--- config.mk ---
export PLATFORM = sky130hd
export DESIGN_NAME = vfu_request_queue
export DESIGN_NICKNAME = d
export VERILOG_FILES = /design/src/rtl/vfu_queue_pkg.sv /design/src/rtl/vfu_request_fifo.sv /design/src/rtl/vfu_request_queue.sv
export SDC_FILE = /design/constraint.sdc
export NUM_CORES = 1
export LEC_CHECK = 0
export CORE_MARGIN = 5
export CORE_UTILIZATION = 36
export CTS_BUF_LIST = sky130_fd_sc_hd__clkbuf_2
export CTS_CLUSTER_SIZE = 25
export DETAILED_ROUTE_END_ITERATION = 7
export PLACE_DENSITY = 0.65
export SYNTH_ARGS = -nofsm -noshare
export SYNTH_HDL_FRONTEND = slang
export SYNTH_SLANG_ARGS = --single-unit
--- constraint.sdc ---
create_clock -name clock -period 11.2 [get_ports clock]
set_input_delay 1.12 -clock clock [delete_from_list [all_inputs] [get_ports clock]]
set_output_delay 1.12 -clock clock [all_outputs]
set_load 0.03 [all_outputs]
--- src/rtl/vfu_queue_pkg.sv ---
// Shared types for the VFU request queue.
// Request payload layout and tag type used between the slot arbiter and a lane VFU.
package vfu_queue_pkg;

   localparam int unsigned PAYLOAD_W = 204;
   localparam int unsigned NUM_TAGS  = 4;

   typedef logic [1:0] vfu_tag_t;

   // 204 bits, first field lands in the MSBs
   typedef struct packed {
      logic [31:0] src_0;
      logic [31:0] src_1;
      logic [31:0] src_2;
      logic [31:0] src_3;
      logic [5:0]  opcode;
      logic [3:0]  mask;
      logic [3:0]  executeMask;
      logic [3:0]  ctrl;
      logic [1:0]  vxrm;
      logic [1:0]  vSew;
      logic [3:0]  shifterSize;
      logic [5:0]  rem;
      logic [1:0]  executeIndex;
      logic [23:0] popInit;
      logic [4:0]  groupIndex;
      logic [4:0]  laneIndex;
      logic        maskType;
      logic        narrow;
      logic [1:0]  unitSelet;
      logic        floatMul;
      logic [2:0]  roundingMode;
   } slot_req_payload_t;

   function automatic vfu_tag_t to_tag(input int unsigned t);
      return vfu_tag_t'(t);
   endfunction

endpackage

--- src/rtl/vfu_request_fifo.sv ---
// Generic synchronous FIFO with occupancy output.
// No bypass: a pushed entry is readable from the following cycle.
module vfu_request_fifo #(
   parameter int unsigned WIDTH    = 206,
   parameter int unsigned DEPTH    = 2,
   parameter int unsigned CNT_BITS = $clog2(DEPTH + 1)
) (
   input  logic                clk_i,
   input  logic                rst_ni,
   input  logic                push_i,
   input  logic                pop_i,
   input  logic [WIDTH-1:0]    data_i,
   output logic [WIDTH-1:0]    data_o,
   output logic [CNT_BITS-1:0] count_o,
   output logic                full_o,
   output logic                empty_o
);

   localparam int unsigned PW = (DEPTH > 1) ? $clog2(DEPTH) : 1;

   logic [WIDTH-1:0]    mem_q [DEPTH];
   logic [PW-1:0]       wr_q, wr_d;
   logic [PW-1:0]       rd_q, rd_d;
   logic [CNT_BITS-1:0] cnt_q, cnt_d;

   function automatic logic [PW-1:0] bump(input logic [PW-1:0] p);
      return (p == PW'(DEPTH - 1)) ? '0 : p + 1'b1;
   endfunction

   always_comb begin
      wr_d  = wr_q;
      rd_d  = rd_q;
      cnt_d = cnt_q;
      if (push_i) wr_d = bump(wr_q);
      if (pop_i)  rd_d = bump(rd_q);
      unique case ({push_i, pop_i})
         2'b10:   cnt_d = cnt_q + 1'b1;
         2'b01:   cnt_d = cnt_q - 1'b1;
         default: cnt_d = cnt_q;
      endcase
   end

   always_ff @(posedge clk_i) begin
      if (!rst_ni) begin
         wr_q  <= '0;
         rd_q  <= '0;
         cnt_q <= '0;
      end else begin
         wr_q  <= wr_d;
         rd_q  <= rd_d;
         cnt_q <= cnt_d;
      end
   end

   // storage needs no reset; validity is tracked by cnt_q
   always_ff @(posedge clk_i) begin
      if (push_i) mem_q[wr_q] <= data_i;
   end

   assign data_o  = mem_q[rd_q];
   assign count_o = cnt_q;
   assign full_o  = (cnt_q == CNT_BITS'(DEPTH));
   assign empty_o = (cnt_q == '0);

endmodule

--- src/rtl/vfu_request_queue.sv ---
// Request FIFO between slot arbiter and lane VFU.
// Tracks in-flight requests per tag and throttles enqueue at MAX_INFLIGHT.
module vfu_request_queue
   import vfu_queue_pkg::*;
#(
   parameter int unsigned PAYLOAD_W    = vfu_queue_pkg::PAYLOAD_W,
   parameter int unsigned DEPTH        = 2,
   parameter int unsigned MAX_INFLIGHT = 3,
   parameter int unsigned CNT_W        = 2
) (
   input  logic                         clock,
   input  logic                         reset,
   input  logic                         enq_valid,
   output logic                         enq_ready,
   input  logic [PAYLOAD_W-1:0]         enq_bits_payload,
   input  logic [1:0]                   enq_bits_tag,
   output logic                         deq_valid,
   input  logic                         deq_ready,
   output logic [PAYLOAD_W-1:0]         deq_bits_payload,
   output logic [1:0]                   deq_bits_tag,
   input  logic                         resp_valid,
   input  logic [1:0]                   resp_tag,
   output logic [CNT_W-1:0]             inflight_0,
   output logic [CNT_W-1:0]             inflight_1,
   output logic [CNT_W-1:0]             inflight_2,
   output logic [CNT_W-1:0]             inflight_3,
   output logic [$clog2(DEPTH+1)-1:0]   count,
   output logic                         idle,
   output logic                         resp_underflow
);

   localparam int unsigned CB = $clog2(DEPTH + 1);
   localparam logic [CNT_W-1:0] MAX_C = CNT_W'(MAX_INFLIGHT);

   logic [CNT_W-1:0]    infl_q [NUM_TAGS];
   logic [CNT_W-1:0]    infl_d [NUM_TAGS];
   logic [NUM_TAGS-1:0] inc_v, dec_v;
   logic                unf_q, unf_d;
   logic                full, empty, enq_fire, deq_fire, busy;
   logic [PAYLOAD_W+1:0] rd_data;
   logic [CB-1:0]       fifo_cnt;

   assign enq_ready = reset & ~full & (infl_q[enq_bits_tag] < MAX_C);
   // gated by reset so the VFU never sees a handshake in a reset cycle
   assign deq_valid = reset & ~empty;
   assign enq_fire  = enq_valid & enq_ready;
   assign deq_fire  = deq_valid & deq_ready;

   vfu_request_fifo #(
      .WIDTH    (PAYLOAD_W + 2),
      .DEPTH    (DEPTH),
      .CNT_BITS (CB)
   ) u_fifo (
      .clk_i   (clock),
      .rst_ni  (reset),
      .push_i  (enq_fire),
      .pop_i   (deq_fire),
      .data_i  ({enq_bits_tag, enq_bits_payload}),
      .data_o  (rd_data),
      .count_o (fifo_cnt),
      .full_o  (full),
      .empty_o (empty)
   );

   assign deq_bits_tag     = rd_data[PAYLOAD_W+1:PAYLOAD_W];
   assign deq_bits_payload = rd_data[PAYLOAD_W-1:0];
   assign count            = fifo_cnt;

   always_comb begin
      inc_v = '0;
      dec_v = '0;
      if (enq_fire)   inc_v[enq_bits_tag] = 1'b1;
      if (resp_valid) dec_v[resp_tag]     = 1'b1;
      for (int t = 0; t < NUM_TAGS; t++) begin
         infl_d[t] = infl_q[t];
         if (inc_v[t] && !dec_v[t])
            infl_d[t] = infl_q[t] + 1'b1;
         else if (dec_v[t] && !inc_v[t] && infl_q[t] != '0)
            infl_d[t] = infl_q[t] - 1'b1;
      end
      unf_d = unf_q | (resp_valid & (infl_q[resp_tag] == '0));
   end

   always_ff @(posedge clock) begin
      if (!reset) begin
         for (int t = 0; t < NUM_TAGS; t++) infl_q[t] <= '0;
         unf_q <= 1'b0;
      end else begin
         for (int t = 0; t < NUM_TAGS; t++) infl_q[t] <= infl_d[t];
         unf_q <= unf_d;
      end
   end

   always_comb begin
      busy = 1'b0;
      for (int t = 0; t < NUM_TAGS; t++)
         if (infl_q[t] != '0) busy = 1'b1;
   end

   assign idle           = empty & ~busy;
   assign inflight_0     = infl_q[0];
   assign inflight_1     = infl_q[1];
   assign inflight_2     = infl_q[2];
   assign inflight_3     = infl_q[3];
   assign resp_underflow = unf_q;

endmodule

Word-level counts from Yosys, hierarchy flattened
Memory sizes are Yosys's and may differ from the RTL's. A register that Yosys moved wholly into a read port is not among the register bits.
Cells that the tools add are included.
{"block": "totals", "register_bits": 5, "ram_bits": 420, "inputBits": 213, "output_inout_bits": 220, "wordCells": 101, "memories": 2}
{"block": "op_classes", "addsub": 12, "order_cmp": 5, "eq_ne": 3, "mux": 31, "n_bitwise": 15, "reduce_logical": 29}
{"memory": "u_fifo.mem_q", "words": 2, "word_bits": 206, "read_ports": 1, "rd_clocked_by_memory_dff": 1, "wr": 1, "line": "vfu_request_fifo.sv:21", "text": "logic [WIDTH-1:0] mem_q [DEPTH];"}
{"memory": "infl_q", "words": 4, "word_bits": 2, "read_ports": 6, "rd_clocked_by_memory_dff": 0, "wr": 4, "line": "vfu_request_queue.sv:35", "text": "logic [CNT_W-1:0] infl_q [NUM_TAGS];"}
{"op": "$mux 2", "n": 12}
{"op": "$logic_and 1x1->1", "n": 14}
{"op": "$mux 1", "n": 14}
{"op": "$add 2x1->2 const B", "n": 5}
{"op": "$reduce_bool 2->1", "n": 5}
{"op": "$sub 2x1->2 const B", "n": 5}
{"op": "$logic_not 1->1", "n": 8}
{"op": "$mux 4", "n": 2}
{"op": "$and 1x1->1", "n": 7}
{"op": "$lt 2x3->1 const B", "n": 2}
{"op": "$or 1x1->1", "n": 5}
{"op": "$demux 1 s2", "n": 2}
{"op": "$eq 2x2->1 const B", "n": 2}
{"op": "$ge 2x1->1 const B", "n": 2}
{"op": "$logic_not 2->1", "n": 2}
{"op": "$pmux 2 s2", "n": 1}
{"op": "$not 1->1", "n": 3}
{"op": "$add 1x1->1 const B", "n": 2}
{"op": "$eq 2x1->1 const B", "n": 1}
{"op": "$lt 2x2->1 const B", "n": 1}

Logic depth before layout (Yosys ltp)
{"block": "logic_depth", "word_depth": 12, "mapped_depth": 8, "ltp_nobuf": 7}

By module
From an unflattened synthesis, not the netlist that was laid out.
{"block": "hier_totals", "hier_cells": 760, "hier_area_um2": 16231.8}
{"mod": "vfu_request_fifo", "instances": 1, "cells_each": 663, "area_per_inst_um2": 15504.9, "seq_area_each_um2": 12472.0}
{"mod": "vfu_request_queue", "instances": 1, "cells_each": 97, "area_per_inst_um2": 726.9, "seq_area_each_um2": 180.2}

Worst setup path after synthesis
Ideal clock, no wire load.
{"block": "synth_timing", "path_type": "input to register", "startpoint": "input port enq_bits_tag[1]", "endpoint": "memory u_fifo.mem_q[0][0], enable pin", "setup_time_ns": 0.777, "t_arrival_ns": 10.627, "t_required_ns": 10.423, "slack_ns": -0.205, "cell_stages": 4, "path_buffers": 1, "path_cell_list": "mux4_2 > or3_1 > buf_2 > nor2_1"}
{"block": "synth_via", "elab_chain_cells": 6}
{"item": "from (decl)", "line": "vfu_request_queue.sv:16", "text": "input logic [1:0] enq_bits_tag,"}
{"item": "$mem_v2 4x2"}
{"item": "$lt 2x2->1", "line": "vfu_request_queue.sv:43", "text": "assign enq_ready = reset & ~full & (infl_q[enq_bits_tag] < MAX_C);"}
{"item": "$and 1x1->1", "line": "vfu_request_queue.sv:43"}
{"item": "$and 1x1->1", "line": "vfu_request_queue.sv:46", "text": "assign enq_fire = enq_valid & enq_ready;"}
{"item": "$mux 1", "line": "vfu_request_fifo.sv:57", "text": "if (push_i) mem_q[wr_q] <= data_i;"}
{"item": "$mux 1 (implied by the code)", "line": "vfu_request_fifo.sv:57"}
{"item": "to (decl)", "line": "vfu_request_fifo.sv:21"}
Every way passes these cells.

==> flow_summary.json <==
{
  "arrival_ps": 4180,
  "yosys.area.top_type": "edfxtp_1",
  "worst_slew_pin_slew_ps": 1350,
  "cts_tree": "built",
  "grt_pass1_vias": 9536,
  "dp_hpwl_um": 23800,
  "die_h_um": 219,
  "worstHoldStart": "u_fifo.wr_q$_SDFFE_PN0P_",
  "fin_util": 0.502,
  "ys_top_cells_by_count": "412 x edfxtp_1, 206 x mux2_2, 16 x clkbuf_1",
  "path_max_fanout": 78,
  "track_usage": 0.146,
  "routed_wl_um": 36600,
  "detail-route-antenna-nets": 0,
  "final-hold-violation-count": 0,
  "intPower_uw": 2500,
  "dpl_cell_area_um2": 20700,
  "critPathKind": "reg2out",
  "period_needed_ps": 5300,
  "syn_inst": 758,
  "cts.htree.levels": 3,
  "worstPathRequired_ps": 10080,
  "p_seq_frac": 0.547,
  "switching_share": 0.267,
  "syn-num-nets": 972,
  "synthTopCellsByArea": "edfxtp_1 79%, mux2_2 15%, dfxtp_1 1.8%",
  "clockRootBuffer": "clkbuf_2",
  "yosysSeqAreaShare": 0.805,
  "synth_edf_count": 412,
  "drc_errors": 0,
  "final_nets": 1487,
  "dr.pass1.iters": 4,
  "power.share.clock": 0.292,
  "multi_input_area_um2": 2960,
  "ctsHoldBuffers": 0,
  "end_kind": "primary output",
  "cts_resized": 0,
  "switching_power_uw": 908,
  "seq_area_um2": 12700,
  "initial_core_util": 0.364,
  "fill_cells": 3707,
  "grt_pass1_wl_um": 53800,
  "rsz0062_at_grt": "no",
  "io_pins": 433,
  "fin_cells": 1935,
  "setup_viol": 0,
  "hold_class": "reg2reg",
  "vias": 8855,
  "gp_congestion": 0.770,
  "synthMostInstantiatedCell": "edfxtp_1",
  "overflow": 0,
  "cts_sinks": 426,
  "min_period_over_period": 0.473,
  "netlist.area_leader.share": 0.787,
  "maxCapViolCount": 0,
  "slew_headroom": 0.103,
  "slew_viol_final": 0,
  "vias_per_cell": 4.58,
  "ir_worst_vdd_uv": 98.9,
  "ys_warn_count": 0,
  "synth.distinct_cells": 36,
  "final_layout_size_suffix_gt1_frac": 0.290,
  "grt_start_max_net_pins": 182,
  "clk_pin_slew_ps": 110,
  "cts.path.max_buffers": 3,
  "fmax_ghz": 0.189,
  "num_rows": 76,
  "outcome": "finished clean",
  "p_leak_uw": 0.00729,
  "placed_cells": 1750,
  "fin_worst_skew_ps": 62.8,
  "die-area_um2": 48000,
  "ys_async_sr_fraction": 0,
  "clk_latency_ps": 1030,
  "post_cts_buffers": 0,
  "fin_area_um2": 21700,
  "wl_per_cell_um": 18.9,
  "core_um2": 43200,
  "synth_ff_type": "edfxtp_1",
  "numPortBuffers": 432,
  "pwr-share-comb": 0.161,
  "syn_area_um2": 15700,
  "drtIter0Drc": 424,
  "syn_to_final_growth_pct": 37.8,
  "r2r-start": "infl_q[0][0]$_SDFFE_PN0P_",
  "worstSetupStartpointType": "flop",
  "finalSetupTns_ps": 0,
  "numCtsBuffers": 106,
  "avgSynthCellArea_um2": 20.7,
  "power_density_nw_per_um2": 157,
  "die_w_um": 219,
  "antenna_found_initial": 4,
  "ys_seq_elements": 426
}
path summary, 6_finish.rpt:
check	endpoint	slack, ps	cells after the start
setup / recovery	deq_bits_payload[85]	5900	3
hold / removal	u_fifo.wr_q$_SDFFE_PN0P_	540	1
setup reg to reg	u_fifo.mem_q[0][158]$_DFFE_PP_	7430	5
hold reg to reg	u_fifo.wr_q$_SDFFE_PN0P_	540	1
final cells by class:
cell class	instances	share of cell area
flip-flops and latches	426	0.584
repair buffers	436	0.202
multi-input cells	302	0.137
clock buffers	164	0.0379
well taps	585	0.0338
clock inverters	18	0.00514
diodes	3	0.000346
inverters	1	0.000173
power groups by stage:
stage          Combinational (uW)  Sequential, uW  Clock (uW)
6_report                      548            1860         996
5_1_grt                       576            1870        1140
4_1_cts                       557            1860        1060
3_5_place_dp                  553            1900           0
3_3_place_gp                  551            1900           0
2_1_floorplan                 290            1900           0
metrics by stage:
stage	hold WS (ps)	total power (uW)	setup WS [ps]
global route	464	3590	5460
detailed placement	515	2450	6030
finish	536	3410	5900
global placement	503	2450	6110
CTS	420	3480	5550
floorplan	460	2190	3330
worst max-delay path: stages, from the launching register on:
cell	delay, ps
dfxtp_4	1110
buf_4	940
mux2_2	420
clkdlybuf4s50_1	640
sequential cells by signal, indices dropped and copies added (netlist names), named ones only:
| register | flops |
|---|---|
| u_fifo.rd_q | 1 |
| resp_underflow | 1 |
| u_fifo.count_o | 2 |
| infl_q | 8 |
| u_fifo.wr_q | 1 |
| u_fifo.mem_q | 412 |
per-layer routing:
layer / routed length [um] / global-route usage / vias to the layer above
met2: 18000 / 0.239 / 358
met3: 3650 / 0.0665 / 45
met1: 14200 / 0.168 / 4335
met4: 786 / 0.0626 / 2
li1: - / - / 4115
met5: 20 / 0 / -
placed cells by master, fill, tap and decap left out, types with 4 or more instances in the layout:
cell type / n
o21ai_0: 9
clkdlybuf4s50_1: 432
nor2b_1: 4
edfxtp_1: 412
a21oi_1: 4
nand3_1: 13
o211ai_1: 4
nand4b_1: 4
nor2_1: 5
dfxtp_1: 13
and2_1: 5
clkbuf_2: 164
mux2_2: 206
a21o_1: 4
clkinv_1: 8
nand2_1: 7
nor3b_1: 4
cell families after synthesis:
group | share of synthesized area
xor+xnor | 0.00167
flops | 0.805
simple gates | 0.0247
buf+inv | 0.00820
compound gates | 0.0104
fa+ha+maj | 0.000796
mux | 0.150
(Power assumes the default switching activity.)
